## src/rtl/reset_sequencer_pkg.sv

```systemverilog
// Shared types and default configuration for the reset sequencer.
// The software-reset feature is selected by RESET_SEQUENCER_SW_RESET_EN.
package reset_sequencer_pkg;

  typedef enum logic [1:0] {
    ASSERT     = 2'd0,
    WAIT_DELAY = 2'd1,
    RELEASE    = 2'd2,
    DONE       = 2'd3
  } state_e;

  localparam int DEF_NUM_CHANNELS      = 4;
  localparam int DEF_SYNC_STAGES       = 2;
  localparam int DEF_DELAY_CYCLES      = 16;
  localparam int DEF_GAP_CYCLES        = 4;
  localparam int DEF_MIN_ASSERT_CYCLES = 8;

  function automatic int max3(input int a, input int b, input int c);
    int m;
    m = (a > b) ? a : b;
    return (m > c) ? m : c;
  endfunction

endpackage

```

## src/rtl/reset_sync.sv

```systemverilog
// Asynchronous-assert, synchronous-deassert reset synchronizer.
// Output is active-low and only rises after SYNC_STAGES rising clock edges.
module reset_sync
  import reset_sequencer_pkg::*;
#(
  parameter int SYNC_STAGES = DEF_SYNC_STAGES
) (
  input  logic clock,
  input  logic reset_n,
  output logic rst_sync_n
);

  if (SYNC_STAGES < 2) begin : g_bad_sync_stages
    $error("reset_sync: SYNC_STAGES must be >= 2");
  end

  logic [SYNC_STAGES-1:0] sync_q;
  logic [SYNC_STAGES-1:0] sync_d;

  always_comb begin
    sync_d = {sync_q[SYNC_STAGES-2:0], 1'b1};
  end

  // NOTE: every stage is cleared asynchronously so assertion never waits for a clock,
  // while deassertion has to ripple through the whole chain.
  always_ff @(posedge clock or negedge reset_n) begin
    if (!reset_n) begin
      sync_q <= '0;
    end else begin
      sync_q <= sync_d;
    end
  end

  assign rst_sync_n = sync_q[SYNC_STAGES-1];

endmodule

```

## src/rtl/reset_sequencer.sv

```systemverilog
// Staged reset release: channel 0 after DELAY_CYCLES, then one channel every GAP_CYCLES.
// Define RESET_SEQUENCER_SW_RESET_EN to honour sw_reset_req; otherwise the port is ignored.
module reset_sequencer
  import reset_sequencer_pkg::*;
#(
  parameter int NUM_CHANNELS      = DEF_NUM_CHANNELS,
  parameter int SYNC_STAGES       = DEF_SYNC_STAGES,
  parameter int DELAY_CYCLES      = DEF_DELAY_CYCLES,
  parameter int GAP_CYCLES        = DEF_GAP_CYCLES,
  parameter int MIN_ASSERT_CYCLES = DEF_MIN_ASSERT_CYCLES
) (
  input  logic                    clock,
  input  logic                    reset_n,
  input  logic                    sw_reset_req,
  input  logic                    hold,
  output logic [NUM_CHANNELS-1:0] reset_out,
  output logic                    ready
);

  if (NUM_CHANNELS < 1) begin : g_bad_num_channels
    $error("reset_sequencer: NUM_CHANNELS must be >= 1");
  end
  if (SYNC_STAGES < 2) begin : g_bad_sync_stages
    $error("reset_sequencer: SYNC_STAGES must be >= 2");
  end
  if (DELAY_CYCLES < 1) begin : g_bad_delay_cycles
    $error("reset_sequencer: DELAY_CYCLES must be >= 1");
  end
  if (GAP_CYCLES < 1) begin : g_bad_gap_cycles
    $error("reset_sequencer: GAP_CYCLES must be >= 1");
  end
  if (MIN_ASSERT_CYCLES < 1) begin : g_bad_min_assert_cycles
    $error("reset_sequencer: MIN_ASSERT_CYCLES must be >= 1");
  end

  localparam int CNT_MAX = max3(DELAY_CYCLES, GAP_CYCLES, MIN_ASSERT_CYCLES);
  localparam int CNT_W   = $clog2(CNT_MAX + 1);

  // Counter compares against the last value so it never reaches CNT_MAX and cannot wrap.
  localparam logic [CNT_W-1:0] DELAY_LAST = CNT_W'(DELAY_CYCLES - 1);
  localparam logic [CNT_W-1:0] GAP_LAST   = CNT_W'(GAP_CYCLES - 1);

  state_e                  state_q, state_d;
  logic [CNT_W-1:0]        cnt_q, cnt_d;
  logic [CNT_W-1:0]        cnt_last;
  logic [NUM_CHANNELS-1:0] reset_out_q, reset_out_d;
  logic [NUM_CHANNELS-1:0] rel_next;
  logic                    ready_q, ready_d;
  logic                    rst_sync_n;

  reset_sync #(
    .SYNC_STAGES(SYNC_STAGES)
  ) u_reset_sync (
    .clock     (clock),
    .reset_n   (reset_n),
    .rst_sync_n(rst_sync_n)
  );

`ifdef RESET_SEQUENCER_SW_RESET_EN
  localparam logic [CNT_W-1:0] MIN_LAST = CNT_W'(MIN_ASSERT_CYCLES - 1);

  // Set by a software request: ASSERT must then last MIN_ASSERT_CYCLES before leaving.
  logic sw_min_q, sw_min_d;

  always_ff @(posedge clock or negedge reset_n) begin
    if (!reset_n) begin
      sw_min_q <= 1'b0;
    end else begin
      sw_min_q <= sw_min_d;
    end
  end
`else
  logic sw_reset_unused;
  assign sw_reset_unused = sw_reset_req;
`endif

  // NOTE: every variable gets its default first so no path through the case leaves
  // one unassigned, which would otherwise infer a latch.
  always_comb begin
    state_d     = state_q;
    cnt_d       = cnt_q;
    reset_out_d = reset_out_q;
    ready_d     = ready_q;
    rel_next    = reset_out_q << 1;
    cnt_last    = (state_q == WAIT_DELAY) ? DELAY_LAST : GAP_LAST;
`ifdef RESET_SEQUENCER_SW_RESET_EN
    sw_min_d    = sw_min_q;
`endif

    unique case (state_q)
      ASSERT: begin
        reset_out_d = '1;
        ready_d     = 1'b0;
`ifdef RESET_SEQUENCER_SW_RESET_EN
        if (sw_min_q && (cnt_q != MIN_LAST)) begin
          cnt_d = cnt_q + 1'b1;
        end
        if (rst_sync_n && (!sw_min_q || (cnt_q == MIN_LAST))) begin
          state_d  = WAIT_DELAY;
          cnt_d    = '0;
          sw_min_d = 1'b0;
        end
`else
        if (rst_sync_n) begin
          state_d = WAIT_DELAY;
          cnt_d   = '0;
        end
`endif
      end

      // Release shifts a zero in from bit 0; all-zero after the shift means the last channel.
      WAIT_DELAY, RELEASE: begin
        if (!hold) begin
          if (cnt_q == cnt_last) begin
            reset_out_d = rel_next;
            cnt_d       = '0;
            if (rel_next == '0) begin
              state_d = DONE;
              ready_d = 1'b1;
            end else begin
              state_d = RELEASE;
            end
          end else begin
            cnt_d = cnt_q + 1'b1;
          end
        end
      end

      DONE: begin
        ready_d = 1'b1;
      end

      default: begin
        state_d = ASSERT;
      end
    endcase

`ifdef RESET_SEQUENCER_SW_RESET_EN
    // Software request overrides everything, including hold.
    if (sw_reset_req) begin
      state_d     = ASSERT;
      cnt_d       = '0;
      reset_out_d = '1;
      ready_d     = 1'b0;
      sw_min_d    = 1'b1;
    end
`endif
  end

  // NOTE: state flops use non-blocking assignments so every flop samples pre-edge values.
  always_ff @(posedge clock or negedge reset_n) begin
    if (!reset_n) begin
      state_q     <= ASSERT;
      cnt_q       <= '0;
      reset_out_q <= '1;
      ready_q     <= 1'b0;
    end else begin
      state_q     <= state_d;
      cnt_q       <= cnt_d;
      reset_out_q <= reset_out_d;
      ready_q     <= ready_d;
    end
  end

  assign reset_out = reset_out_q;
  assign ready     = ready_q;

endmodule
```

## config.mk

```make
export PLATFORM = sky130hd
export DESIGN_NAME = reset_sequencer
export DESIGN_NICKNAME = d
export VERILOG_FILES = /design/src/rtl/reset_sequencer_pkg.sv /design/src/rtl/reset_sync.sv /design/src/rtl/reset_sequencer.sv
export SDC_FILE = /design/constraint.sdc
export NUM_CORES = 1
export LEC_CHECK = 0
export BUFFER_PORTS_ARGS = -buffer_cell sky130_fd_sc_hd__clkbuf_2
export CAP_MARGIN = 20
export CORE_MARGIN = 2
export CORE_UTILIZATION = 50
export DETAILED_ROUTE_END_ITERATION = 7
export GPL_TIMING_DRIVEN = 0
export HOLD_SLACK_MARGIN = 0.05
export PLACE_DENSITY = 0.81
export SLEW_MARGIN = 25
export SYNTH_ARGS = -nofsm -noshare
export SYNTH_HDL_FRONTEND = slang
export SYNTH_HIERARCHICAL = 1
export SYNTH_SLANG_ARGS = --single-unit
```

## constraint.sdc

```tcl
create_clock -name clock -period 5.3 [get_ports clock]
set_clock_uncertainty 0.2 [all_clocks]
set_input_delay 0.795 -clock clock [delete_from_list [all_inputs] [get_ports clock]]
set_output_delay 0.795 -clock clock [all_outputs]
set_load 0.02 [all_outputs]
```

==> reports/results.txt, run 1 <==
status: finished clean
Worst Path Max Fanout: 6
placed wire-length estimate: 997 um
post-cts sizing count: 0
total number of vias: 574
Leak: 0.000405 uW
commonest cells after routing, fill and taps aside: dfrtp_1 (10), clkbuf_2 (7), nand2_1 (6), inv_1 (5), nand3_1 (5)
final worst slack: 3.25 ns
DRC Markers: 0
setup tns final: 0 ns
port bufs: 7
CTS tree: built
Tot GR Track Use: 16.8%
Sink Count: 14
net switching power: 150 uW
Netlist cell types: 35
I/O Pins: 9
DRT iter0 DRCs: 17
share of layout cells above drive strength 1: 27.7%
hold slack: 0.156 ns
Synth Cell Area: 758 um^2
post-synthesis register bit count: 14
warnings from Yosys: 6
post-place setup slack: 3.39 ns
Period minus WS final: 2.05 ns
vias per cell: 5.80
first-pass GRT wire length: 2230 um
Tcrit/Tclk final: 38.7%
PD cells: 471 nW/um^2
Clock power frac: 19.0%
Worst setup EP type: output pin
Critical Path Start Type: flop
total wire length: 1360 um
synthesis-to-finish area growth: 12.0%
Primary FF master, synth: dfrtp_1
Min-Delay Path Class: flop to flop
combinational share of power: 36.4%
post-synth net total: 79
antenna cells: 0
post-route ant nets: 0
RSZ-0062 raised after global routing: false
sequential fraction of the synthesis area: 46.9%
DP Cell Count: 95
drt wl/cell: 13.7 um
Post-CTS Setup Bufs: 0
Max Slew Vio Count: 0
Achievable Freq: 488 MHz
Syn Area/Cell: 10.5 um^2
P_int: 250 uW
nets: 91
peak supply drop: 182 uV
crit-path cells: clkbuf_2
initial antenna violation count: 0
Clock Root Buffer: clkbuf_4
gr ovfl total: 0
Critical Path AT: 1.06 ns
Post-synth EDFFs: 0
Rows: 14
Die W: 42.9 um
CP Class: flop to output pin
TritonCTS Buffers: 3
Sw Ratio: 37.6%
vias in the first global route: 488
Clock H-tree levels: 1
DRT Pass-1 Iters: 4
most common cell after layout, fill and taps aside: dfrtp_1
CP bufs+invs: 1
Seq pwr share: 44.6%
slowest cell on the critical path: dfstp_2
critical path required time: 4.30 ns
Skew-Pair Late Insertion Delay: 0.28 ns
CP top delay family: flip-flops
Die Y: 42.9 um
Starting Density: 51.5%
final hold violation count: 0
Max Cap Viol: 0
total power: 400 uW
final setup fails: 0
clk slew on worst S/H paths: 0.08 ns
post-cts hold buffer count: 0
Clock Tree Buf Depth: 2
core area: 1470 um^2
largest net degree at the start of global routing: 15
DIE AREA: 1840 um^2
Post-Layout Cell Count: 99
Gate Count Post-Synth: 72
CP peak stage delay: 0.59 ns
GP Congestion: 0.757
FFs w/ async S/R, synth: 100%
## synth_stat cells, types with 2 or more instances
master / instances / area [um^2]
nand3_1: 5 / 25.0
nand2_1: 6 / 22.5
o21ai_0: 4 / 20.0
nand2b_1: 2 / 12.5
inv_1: 5 / 18.8
a2bb2oi_1: 2 / 17.5
dfstp_2: 4 / 105
dfrtp_1: 10 / 250
mux2i_1: 3 / 30.0
ha_1: 3 / 37.5
nor2_1: 4 / 15.0
## routing by layer
metal / GRT usage [%] / routed length [um]
met1: 22.8 / 624
met2: 24.8 / 644
met3: 2.55 / 52
met4: 10.9 / 37
met5: 0 / 0
## layout make-up
type	count	area, um^2
flip-flops and latches	14	355
inverters	5	18.8
multi-input cells	52	379
plain buffers	1	5.00
clock buffers	4	36.3
repair buffers	7	35.0
fillers	142	622
well taps	16	20.0
## worst paths after layout
| path | startpoint | end | slack [ns] | depth (start not counted) |
|---|---|---|---|---|
| max in group asynchronous | reset_n | reset_out[0] | 4.41 | 1 |
| min | u_reset_sync/sync_q[0] | u_reset_sync/sync_q[1] | 0.16 | 0 |
| min in group asynchronous | reset_n | cnt_q[1] | 0.20 | 1 |
| max | reset_out[0] | reset_out[0] | 3.25 | 1 |
| max reg2reg | state_q[0] | state_q[0] | 3.38 | 6 |
| min reg2reg | u_reset_sync/sync_q[0] | u_reset_sync/sync_q[1] | 0.16 | 0 |
## power by group through the flow
stage	Sequential (uW)	Clock (uW)	Combinational [uW]
CTS	178	78.5	146
global placement	178	0	142
global route	185	84.2	163
detailed placement	180	0	146
floorplan	183	0	105
finish	179	76.1	146
## sequential cells by signal, indices dropped and copies added, names as in the netlist
name,flops
cnt_q,5
u_reset_sync/sync_q,2
ready,1
state_q,2
reset_out,4
## logic make-up (layout without fill, tap and decap cells)
logic type | Yosys count | in the layout | share of synthesized area (%)
and+or+nand+nor | 26 | 26 | 19.0
AOI/OAI and AO/OA | 19 | 19 | 21.6
DFF | 14 | 14 | 46.9
buffers and inverters | 6 | 17 | 3.13
adders and majority gates | 3 | 3 | 4.95
muxes | 3 | 3 | 3.96
other | 1 | 1 | 0.495
## stage by stage
stage / instance area [um^2] / util, %
after floorplan: 758 / -
after global placement: 813 / 55.3
after detailed placement: 813 / 55.3
after CTS: 850 / 57.7
after global routing: 850 / 57.7
final: 850 / 57.7
No activity file was read; power rests on OpenSTA's default activity.
==> run 2, diff against run 1 <==
==> constraint.sdc (replaced) <==
create_clock -name clock -period 1.9 [get_ports clock]
set_clock_uncertainty 0.2 [all_clocks]
set_input_delay 0.285 -clock clock [delete_from_list [all_inputs] [get_ports clock]]
set_output_delay 0.285 -clock clock [all_outputs]
set_load 0.02 [all_outputs]
==> run 2 against run 1 <==
Effect of this change: worst setup slack worse by 3.1 ns; sequential power grew to 2.8 times the previous value; first-iteration DRC count up 59%; wire length up 1.3%; total power rose to 2.9 times the previous value; critical path depth is 5 higher; non-clock buffer count is 1 higher; final cell count grew 1.0%; largest power group unchanged; sequential share of layout area decreased by 1.8 points.
==> reports/results.txt, run 2 (synthesis gave the netlist of run 1 again) <==
status: finished clean
critical path required time: 1.87 ns (-2.43 ns)
DRC Markers: 0 (unchanged)
total number of vias: 573 (-0.17%)
final worst slack: 0.104 ns (-3.15 ns)
commonest cells after routing, fill and taps aside: dfrtp_1 (10), clkbuf_2 (7), nand3_1 (5), nand2_1 (5)
Tot GR Track Use: 17.4% (+0.62 points)
r2r worst-path depth: 6 (unchanged)
clk slew on worst S/H paths: 0.08 ns (about the same)
Achievable Freq: 557 MHz
Sink Count: 14 (unchanged)
Starting Density: 51.5% (unchanged)
Max Slew Vio Count: 0 (unchanged)
CTS tree: built
Clock Root Buffer: clkbuf_4
setup tns final: 0 ns (unchanged)
Min-Delay Path Class: flop to flop
Worst R2R Setup Slack: 0.10 ns (-3.28 ns)
Period minus WS final: 1.80 ns
DP Cell Count: 95 (unchanged)
DRT iter0 DRCs: 27 (+10)
Leak: 0.000408 uW (+0.75%)
synthesis-to-finish area growth: 17.0%
max FFs per register: 5 (unchanged)
Worst setup EP type: flop
final setup fails: 0 (unchanged)
initial antenna violation count: 0 (unchanged)
placed wire-length estimate: 997 um (unchanged)
Fillers: 132 (-7.0%)
largest net degree at the start of global routing: 15 (unchanged)
Die W: 42.9 um (unchanged)
I/O Pins: 9 (unchanged)
Worst Path Max Fanout: 7 (+1)
Rows: 14 (unchanged)
WHS Path Cells: 0 (unchanged)
final hold violation count: 0 (unchanged)
DIE AREA: 1840 um^2 (unchanged)
r2r startpoint: state_q[0]
hold_sp: u_reset_sync/sync_q[0]
Hold Path Sink: u_reset_sync/sync_q[1]
vias per cell: 5.73 (-1.2%)
Clock H-tree levels: 1 (unchanged)
post-place setup slack: 0.0204 ns (-3.37 ns)
Biggest register: cnt_q
core area: 1470 um^2 (unchanged)
reg2reg end: cnt_q[3]
Skew-Pair Late Insertion Delay: 0.28 ns (about the same)
Post-CTS Setup Bufs: 0 (unchanged)
nets: 92 (+1.1%)
share of layout cells above drive strength 1: 33.3% (+5.6 points)
utilization after layout: 60.3% (+2.6 points)
PD cells: 1290 nW/um^2 (+170%)
gr ovfl total: 0 (unchanged)
peak supply drop: 539 uV (+200%)
RSZ-0062 raised after global routing: false
CP Class: flop to flop
Critical Path AT: 1.77 ns (+0.71 ns)
DRT Pass-1 Iters: 4 (unchanged)
antenna cells: 0 (unchanged)
Die Y: 42.9 um (unchanged)
Tcrit/Tclk final: 94.5%
vias in the first global route: 510 (+4.5%)
Post-Layout Cell Count: 100 (+1.0%)
total power: 1140 uW (+190%)
first-pass GRT wire length: 2320 um (+4.0%)
post-route ant nets: 0 (unchanged)
port bufs: 7 (unchanged)
GP Congestion: 0.757 (unchanged)
drt wl/cell: 13.8 um (+0.24%)
Critical Path Start Type: flop
most common cell after layout, fill and taps aside: dfrtp_1
Max Cap Viol: 0 (unchanged)
Clock Tree Buf Depth: 2 (unchanged)
TritonCTS Buffers: 3 (unchanged)
total wire length: 1380 um (+1.3%)
-- run 2: cell types whose count changed in the layout (fill, tap and decap cells not counted), sizes merged --
cell | before | now
dlygate4sd3 | 0 | 1
-- run 2: final cells by class --
type                    instances  area [um^2]  share of cell area [%]
well taps                      16         20.0                    2.26
inverters                       5         18.8                    2.12
flip-flops and latches         14          355                    40.1
clock buffers                   4         36.3                    4.09
repair buffers                  8         45.0                    5.08
multi-input cells              52          407                    45.8
plain buffers                   1         5.00                   0.564
-- run 2: where the power goes --
part	internal [uW]	leakage [uW]	switching (uW)
logic	199	0.000236	235
registers	399	0.000151	100
clock network	117	0.0000210	93.9
-- run 2: worst max path at each step --
stage / startpoint / end / slack, ns / cells past startpoint
after global routing: cnt_q[1] / ready / 0.003 / 5
final: state_q[0] / cnt_q[3] / 0.10 / 6
after CTS: state_q[0] / cnt_q[3] / 0.05 / 6
after floorplan: state_q[0] / cnt_q[3] / 0.16 / 6
after detailed placement: state_q[0] / state_q[0] / 0.02 / 6
after global placement: state_q[0] / cnt_q[3] / 0.05 / 6
-- run 2: critical path: stages (launching register included) --
cell     delay (ns)
dfrtp_1        0.40
inv_1          0.13
ha_4           0.23
or2_4          0.26
nand3_4        0.11
o21ai_0        0.10
a32o_1         0.26
-- run 2: what timing repair did --
action | CTS | global route
resized for setup | 2 | 4
hold buffers | 1 | 0
hold endpoints to repair | 14 | 0
gates cloned | 0 | 0
pin swaps | 2 | 0
endpoints found under the setup margin | 2 | 3
-- run 2: stage by stage --
stage	cell area (um^2)	hold WS [ns]
floorplan	758	-0.211
CTS	870	0.159
global placement	813	0.00191
detailed placement	813	0.00389
global route	887	0.174
finish	887	0.156
-- run 2: routing by layer --
layer	up-vias	track usage [%]	share of wire, %
met2	9	26.7	48
met4	0	10.9	1.7
met3	4	2.55	2.1
met5	-	0	0
met1	275	23.0	48
li1	285	-	-
==> run 3, diff against run 2 <==
--- a/config.mk
+++ b/config.mk
@@ -5,6 +5,7 @@
 export SDC_FILE = /design/constraint.sdc
 export NUM_CORES = 1
 export LEC_CHECK = 0
+export ABC_AREA = 1
 export BUFFER_PORTS_ARGS = -buffer_cell sky130_fd_sc_hd__clkbuf_2
 export CAP_MARGIN = 20
 export CORE_MARGIN = 2
==> run 3 against run 2 <==
Effect of this change: maximum frequency is 3.7% higher; sequential cell count stayed put; highest routed layer unchanged; via count is 9.6% higher; clock-buffer cell count stayed put; critical path depth is 2 higher; final cell count is 30% higher; die area is 5.4% higher; core utilization is 0.90 points lower; sequential power is 2% higher; hold slack better by 0.0069 ns; largest cell class unchanged; register-to-register slack better by 0.06 ns; non-clock buffer count is 1 higher; critical endpoint unchanged.
==> reports/results.txt, run 3 <==
status: finished clean
Min-Delay Path Class: input pin to flop
most frequent cell after synthesis: nand2_1
Die W: 44.1 um (+2.7%)
largest net degree at the start of global routing: 15 (unchanged)
port bufs: 7 (unchanged)
CP bufs+invs: 2 (+1)
total number of vias: 628 (+9.6%)
setup tns final: 0 ns (unchanged)
synthesis-to-finish area growth: 11.4%
Synth top area share: 31.2% (-1.9 points)
Synth Cell Area: 803 um^2 (+5.9%)
DRT Pass-1 Iters: 4 (unchanged)
core area: 1510 um^2 (+2.4%)
Leak: 0.000499 uW (+22%)
warnings from Yosys: 6 (unchanged)
nets: 122 (+33%)
placed wire-length estimate: 1010 um (+1.2%)
Worst setup EP type: flop
CP Class: flop to flop
Netlist cell types: 21 (-40%)
CTS tree: built
DP Cell Count: 125 (+32%)
Syn Area/Cell: 7.88 um^2 (-25%)
Post-Layout Cell Count: 130 (+30%)
Clock H-tree levels: 1 (unchanged)
share of layout cells above drive strength 1: 22.8% (-11 points)
sequential fraction of the synthesis area: 44.2% (-2.6 points)
Tcrit/Tclk final: 91.2% (-3.4 points)
crit-path cells: inv_1, ha_1, nand2_1, nand2_2, nor2_8, inv_2, a21oi_1, nor2_1
gr ovfl total: 0 (unchanged)
antenna cells: 0 (unchanged)
slowest cell on the critical path: dfrtp_1
drt wl/cell: 10.1 um (-26%)
Biggest register: cnt_q
total wire length: 1320 um (-4.1%)
TritonCTS Buffers: 3 (unchanged)
PD cells: 2000 nW/um^2 (+55%)
vias per cell: 4.83 (-16%)
most common cell after layout, fill and taps aside: nand2_1
final hold violation count: 0 (unchanged)
Post-synth EDFFs: 0 (unchanged)
RSZ-0062 raised after global routing: false
Period minus WS final: 1.73 ns (-0.0640 ns)
first-pass GRT wire length: 2440 um (+5.0%)
utilization after layout: 59.4% (-0.90 points)
Max Cap Viol: 0 (unchanged)
Primary FF master, synth: dfrtp_1
Achievable Freq: 577 MHz (+3.7%)
Critical Path Start Type: flop
GP Congestion: 0.741 (-2.1%)
DIE AREA: 1940 um^2 (+5.4%)
post-synthesis register bit count: 14 (unchanged)
critical path required time: 1.87 ns (about the same)
final setup fails: 0 (unchanged)
commonest cells after routing, fill and taps aside: nand2_1 (38), inv_1 (14), nand3_1 (10), dfrtp_1 (10), clkbuf_2 (7)
Critical Path AT: 1.71 ns (-0.06 ns)
Worst Path Max Fanout: 10 (+3)
CP top delay family: simple AND/OR/NAND/NOR gates
DRT iter0 DRCs: 2 (-93%)
FFs w/ async S/R, synth: 100% (unchanged)
Sink Count: 14 (unchanged)
Skew-Pair Late Insertion Delay: 0.28 ns (about the same)
post-synth top area cell: dfrtp_1
Tot GR Track Use: 17.1% (-0.31 points)
peak supply drop: 1280 uV (+140%)
DRC Markers: 0 (unchanged)
clk slew on worst S/H paths: 0.08 ns (about the same)
post-cts sizing count: 0 (-2)
ranking of synthesized cells by area: dfrtp_1 (31%), nand2_1 (18%), dfstp_2 (13%)
max FFs per register: 5 (unchanged)
Clock Root Buffer: clkbuf_4
Max Slew Vio Count: 0 (unchanged)
CP peak stage delay: 0.38 ns (-0.02 ns)
Post-synth top cells: nand2_1 (38), inv_1 (14), dfrtp_1 (10), nand3_1 (10), dfstp_2 (4)
Starting Density: 53.3% (+1.8 points)
initial antenna violation count: 0 (unchanged)
Gate Count Post-Synth: 102 (+42%)
post-route ant nets: 0 (unchanged)
I/O Pins: 9 (unchanged)
Rows: 14 (unchanged)
vias in the first global route: 610 (+20%)
Clock Tree Buf Depth: 2 (unchanged)
Die Y: 44.1 um (+2.7%)
post-synth net total: 109 (+38%)
## run 3: cell type report
type / instances / area, um^2
Buffer: 2 / 15.0
Clock buffer: 4 / 26.3
Fill cell: 149 / 612
Inverter: 15 / 56.3
Multi-Input combinational cell: 71 / 377
Sequential cell: 14 / 355
Tap cell: 16 / 20.0
Timing Repair Buffer: 8 / 45.0
## run 3: timing repair
item                                   CTS  global route
hold buffers                             1             0
setup buffers                            0             0
endpoints found under the hold margin   14             0
## run 3: cell families (layout without fill, tap and decap cells)
logic type | after synthesis | count (layout) | share of synthesized area [%]
buffers and inverters | 17 | 29 | 8.88
other | 1 | 1 | 0.467
xor gates and xnor gates | 1 | 1 | 1.09
adders and majority gates | 3 | 3 | 4.67
AOI/OAI and AO/OA | 5 | 5 | 4.05
DFF | 14 | 14 | 44.2
and+or+nand+nor | 61 | 61 | 36.6
## run 3: power by group
| group | switching [uW] | internal (uW) |
|---|---|---|
| clock | 94.3 | 81.5 |
| combinational | 726 | 380 |
| sequential | 63.3 | 445 |
| total | 883 | 906 |
## run 3: through the flow
step | hold slack (ns) | total power (uW) | cell area, um^2 | setup slack [ns]
floorplan | -0.211 | 1410 | 803 | 0.290
global placement | 0.00153 | 1600 | 858 | 0.186
detailed placement | 0.00893 | 1630 | 858 | 0.177
CTS | 0.161 | 1810 | 895 | 0.155
global route | 0.174 | 1970 | 895 | 0.0518
finish | 0.163 | 1790 | 895 | 0.168
## run 3: worst paths after layout
kind	start	to	slack (ns)	cells past startpoint
min reg2reg	u_reset_sync/sync_q[0]	u_reset_sync/sync_q[1]	0.17	0
max in group asynchronous	reset_n	reset_out[1]	0.95	2
min in group asynchronous	reset_n	u_reset_sync/sync_q[0]	0.24	2
min	hold	reset_out[3]	0.16	4
max	state_q[0]	cnt_q[3]	0.17	8
max reg2reg	state_q[0]	cnt_q[3]	0.17	8
## run 3: tightest hold or removal path, cell delays in order
cell and delay [ns]:
clkbuf_2 0.11, o21ai_2 0.10, nand3_1 0.09, nand2_1 0.05
## run 3: layer usage
layer | vias up | track usage (%) | routed length (um)
li1 | 337 | - | -
met1 | 276 | 22.6 | 600
met2 | 11 | 27.4 | 657
met3 | 4 | 3.67 | 40
met4 | 0 | 7.27 | 20
met5 | - | 0 | 0
